<file path="config.mk">
export PLATFORM = sky130hd
export DESIGN_NAME = serial_adder
export DESIGN_NICKNAME = d
export VERILOG_FILES = /design/src/rtl/serial_adder_pkg.sv /design/src/rtl/serial_adder_fa_cell.sv /design/src/rtl/serial_adder.sv
export SDC_FILE = /design/constraint.sdc
export NUM_CORES = 1
export LEC_CHECK = 0
export ABC_AREA = 1
export BUFFER_PORTS_ARGS = -buffer_cell sky130_fd_sc_hd__buf_2
export CAP_MARGIN = 20
export CORE_MARGIN = 8
export CORE_UTILIZATION = 30
export DETAILED_ROUTE_END_ITERATION = 10
export GPL_TIMING_DRIVEN = 1
export PLACE_DENSITY_LB_ADDON = 0.25
export SYNTH_ARGS = -nofsm -noshare
export SYNTH_HDL_FRONTEND = slang
export SYNTH_SLANG_ARGS = --single-unit
</file>
<file path="constraint.sdc">
create_clock -name clk -period 2 [get_ports clk]
set_input_delay 0.1 -clock clk [delete_from_list [all_inputs] [get_ports clk]]
set_output_delay 0.1 -clock clk [all_outputs]
set_load 0.01 [all_outputs]
</file>
<file path="src/rtl/serial_adder_pkg.sv">
// Shared definitions for the bit-serial adder: FSM state encoding and
// index-width helpers used to size the bit counter.
package serial_adder_pkg;

    typedef enum logic [1:0] {
        ST_IDLE = 2'd0,
        ST_RUN  = 2'd1,
        ST_DONE = 2'd2
    } state_t;

    function automatic int clog2(input int value);
        int result;
        int v;
        result = 0;
        v = value - 1;
        while (v > 0) begin
            result = result + 1;
            v = v >> 1;
        end
        return result;
    endfunction

    // A 1-bit counter is still needed when WIDTH=1, so never return zero.
    function automatic int idx_width(input int width);
        return (clog2(width) < 1) ? 1 : clog2(width);
    endfunction

endpackage

</file>
<file path="src/rtl/serial_adder_fa_cell.sv">
// Combinational 1-bit full adder; the serial adder reuses one instance per bit.
module fa_cell (
    input  logic x,
    input  logic y,
    input  logic c_in,
    output logic s,
    output logic c_out
);

    assign s     = x ^ y ^ c_in;
    assign c_out = (x & y) | (x & c_in) | (y & c_in);

endmodule

</file>
<file path="src/rtl/serial_adder.sv">
// Bit-serial WIDTH-bit adder: one full-adder cell, one result bit per clock.
// Define SERIAL_ADDER_OVF_EN to add the registered signed-overflow output ovf.
module serial_adder
    import serial_adder_pkg::*;
#(
    parameter int WIDTH = 3
) (
    input  logic             clk,
    input  logic             rst,
    input  logic             start,
    input  logic [WIDTH-1:0] x,
    input  logic [WIDTH-1:0] y,
    input  logic             c_in,
    output logic             busy,
    output logic             done,
    output logic [WIDTH-1:0] s,
    output logic             c_out
`ifdef SERIAL_ADDER_OVF_EN
    ,
    output logic             ovf
`endif
);

    localparam int IDX_W = idx_width(WIDTH);
    localparam logic [IDX_W-1:0] IDX_LAST = IDX_W'(WIDTH - 1);

    state_t             state_q, state_d;
    logic [IDX_W-1:0]   idx_q, idx_d;
    logic               carry_q, carry_d;
    logic [WIDTH-1:0]   x_q, x_d;
    logic [WIDTH-1:0]   y_q, y_d;
    logic [WIDTH-1:0]   s_q, s_d;
    logic               c_out_q, c_out_d;
`ifdef SERIAL_ADDER_OVF_EN
    logic               ovf_q, ovf_d;
`endif

    logic fa_s;
    logic fa_c;

    fa_cell u_fa (
        .x     (x_q[idx_q]),
        .y     (y_q[idx_q]),
        .c_in  (carry_q),
        .s     (fa_s),
        .c_out (fa_c)
    );

    always_comb begin
        state_d = state_q;
        idx_d   = idx_q;
        carry_d = carry_q;
        x_d     = x_q;
        y_d     = y_q;
        s_d     = s_q;
        c_out_d = c_out_q;
`ifdef SERIAL_ADDER_OVF_EN
        ovf_d   = ovf_q;
`endif
        case (state_q)
            ST_IDLE, ST_DONE: begin
                // DONE accepts a new request directly so back-to-back ops cost WIDTH+1 cycles.
                if (start) begin
                    x_d     = x;
                    y_d     = y;
                    carry_d = c_in;
                    idx_d   = '0;
                    state_d = ST_RUN;
                end else begin
                    state_d = ST_IDLE;
                end
            end
            ST_RUN: begin
                s_d[idx_q] = fa_s;
                carry_d    = fa_c;
                idx_d      = idx_q + IDX_W'(1);
                if (idx_q == IDX_LAST) begin
                    c_out_d = fa_c;
`ifdef SERIAL_ADDER_OVF_EN
                    // Signed overflow: carry into the MSB differs from carry out of it.
                    ovf_d   = carry_q ^ fa_c;
`endif
                    idx_d   = '0;
                    state_d = ST_DONE;
                end
            end
            default: state_d = ST_IDLE;
        endcase
    end

    always_ff @(posedge clk) begin
        if (rst) begin
            state_q <= ST_IDLE;
            idx_q   <= '0;
            carry_q <= 1'b0;
            x_q     <= '0;
            y_q     <= '0;
            s_q     <= '0;
            c_out_q <= 1'b0;
`ifdef SERIAL_ADDER_OVF_EN
            ovf_q   <= 1'b0;
`endif
        end else begin
            state_q <= state_d;
            idx_q   <= idx_d;
            carry_q <= carry_d;
            x_q     <= x_d;
            y_q     <= y_d;
            s_q     <= s_d;
            c_out_q <= c_out_d;
`ifdef SERIAL_ADDER_OVF_EN
            ovf_q   <= ovf_d;
`endif
        end
    end

    assign busy  = (state_q == ST_RUN);
    assign done  = (state_q == ST_DONE);
    assign s     = s_q;
    assign c_out = c_out_q;
`ifdef SERIAL_ADDER_OVF_EN
    assign ovf   = ovf_q;
`endif

endmodule

</file>
==> flow_summary.yaml <==
die:
  die-height_um: 63.63
  initial_utilization_pct: 31.37
  pin_count: 16
  design.core.area_um2: 2170
  die_area_um2: 4049
  rows: 17
  fp.dieW_um: 63.63
cts:
  clkTransAtPathRegs_ps: 90
  cts_num_sinks: 15
  clk_latency_ps: 290
  cts_hold_buffers: 0
  cts_resized: 0
  postCtsSetupBuffers: 0
  cts_made_buffers: 3
  root_buffer: "clkbuf_4"
  htreeDepth: 1
  cts.path.max_buffers: 2
  cts_tree: "built"
setup_path:
  path_max_fanout: 4
  crit_chain: "inv_1 -> nand2_1 -> inv_1 -> a21oi_1 -> fa_1 -> nand2_1 -> nand2_1 -> nor2_1"
  slowest_delay_ps: 490
  critPathLaunchType: "flip-flop"
  cp_common_cell: "nand2_1"
  reg2reg_to: "s[2]"
  cp_top_family: "adder cells"
  reg2regPathDepth: 8
  slowest_stage: "fa_1"
  cp.required_ps: 2230
  worstSetupPathType: "reg2reg"
  rrSetupSlack_ps: 350
  cp-end-kind: "flip-flop"
  rr_startpoint: "idx_q[0]"
  crit_buf_inv: 2
  cp.arrival_ps: 1890
yosys:
  synthArstFlopShare_pct: 0
  synthTopCellsByArea: "dfxtp_1, nor2_1, nand2_1"
  synth_flop_cell: "dfxtp_1"
  yosys.area.top_type: "dfxtp_1"
  synth_nets: 108
  synth_cell_type_count: 15
  avgSynthCellArea_um2: 7.017
  seq_area_frac_synth_pct: 44.12
  ys_ff_latch: 15
  synth_top_area_share_pct: 44.12
  synth_edf_count: 0
  syn-instance-count: 97
  netlist_area_um2: 680.7
  synth_warnings: 0
worst_hold_path:
  min_from: "rst"
  min_delay_path_depth: 2
  hp-class: "in2reg"
  min_delay_worst_endpoint: "idx_q[1]"
placement:
  gp_congestion: 0.7426
  port_buffers: 15
  placed_cell_area_um2: 774.5
  dpl.hpwl_um: 1093
detailed_routing:
  drt_wl_total_um: 1383
  via_count: 594
  firstDrtPassIters: 3
  via_per_inst: 4.183
  post_drt_wl_per_cell_um: 9.739
  initialDrtViolationCount: 7
  drcViolationCount: 0
  ant_nets: 0
grt:
  grt_usage_pct: 7.637
  grt_pass1_wl_um: 2415
  antenna_found_initial: 0
  grt_pass1_vias: 582
  grt-ovfl-total: 0
  grt_max_degree: 12
timing:
  skew_ps: 9.221
  slew_viol_final: 0
  fmax_mhz: 604.4
  fin_setup_tns_ps: 0
  whs_ps: 43.11
  finalCritPeriodShare_pct: 82.72
  finalSetupViolations: 0
  tightest_slew_ps: 280.1
  rsz0062_at_grt: "no"
  relSlewSlack_pct: 81.31
  final-hold-violation-count: 0
  finalCriticalPeriod_ps: 1654
layout:
  syn2layout_area_growth_pct: 17.83
  layout-drive-gt1-share_pct: 23.68
  n_antenna_cell: 0
  final_nets: 126
  postLayoutCoreUtil_pct: 36.97
  final_area_um2: 802.0
status:
  status: "complete, no violations"
power:
  ir_drop_v: 0.0004955
  power.total_mw: 0.6035
  power_leakage_nw: 0.3917
  powerDensity_nw_per_um2: 752.5
job:
  maxCapViolCount: 0
## per-stage QoR
step	instances	setup WS, ps
after global placement	138	388.9
after global routing	142	203.3
after floorplan	97	527.0
after CTS	142	339.4
after detailed placement	138	375.3
final	142	345.6
## Yosys cell counts (2+ instances only)
master   instances
nand3_1          5
inv_2            2
nor2_1          24
inv_1           12
a21oi_1          4
nand2_2          2
nand2_1         19
o21ai_0          7
dfxtp_1         15
nor2_4           2
## worst max path at each step
stage	start	to	slack (ps)	cells past startpoint
finish	idx_q[0]	s[2]	350	8
global route	idx_q[1]	s[0]	200	10
global placement	idx_q[0]	s[2]	390	8
floorplan	idx_q[0]	s[0]	530	8
detailed placement	idx_q[0]	s[2]	380	8
CTS	idx_q[0]	s[2]	340	8
## final cells by class
type | count | area (µm²)
fill | 245 | 1368
multi-input combinational | 66 | 311.5
sequential | 15 | 300.3
timing repair buffer | 15 | 75.07
inverter | 14 | 52.55
tap | 28 | 35.03
clock buffer | 3 | 22.52
clock inverter | 1 | 5.005
## sequential cells by signal (all words and copies together), names as in the netlist
| signal | flops |
|---|---|
| carry_q | 1 |
| idx_q | 2 |
| s | 3 |
| state_q | 2 |
| c_out | 1 |
| x_q | 3 |
| y_q | 3 |
## worst reg2reg max path, cell delays in order, from the launching register on
cell     delay [ps]
dfxtp_1         380
inv_1            70
nand2_1         150
inv_1            70
a21oi_1         210
fa_1            490
nand2_1          90
nand2_1          60
nor2_1           90
## power by group
group / internal [mW] / switching, mW
clock network: 0.0743 / 0.0990
registers: 0.318 / 0.0114
logic: 0.0390 / 0.0621
## per-layer routing
layer,vias up,routed length (µm),track usage (%)
met5,-,0,0
met4,0,13,4.178
met3,2,72,4.240
met2,9,617,11.53
met1,252,679,8.283
li1,331,-,-
## placed cells by master (no fill, tap or decap), drive strengths merged
master / n
clkinv: 1
inv: 14
fa: 1
clkbuf: 3
a21oi: 5
o21ai: 7
nor2: 27
buf: 15
nand2: 21
dfxtp: 15
nand3: 5
## kinds of logic after synthesis
family / count (synthesis) / share of synthesized area (%)
simple gates: 53 / 33.46
buf+inv: 16 / 10.11
flops: 15 / 44.12
compound gates: 12 / 9.375
fa+ha+maj: 1 / 2.941
Note: power is estimated with default switching activity, not from simulation.
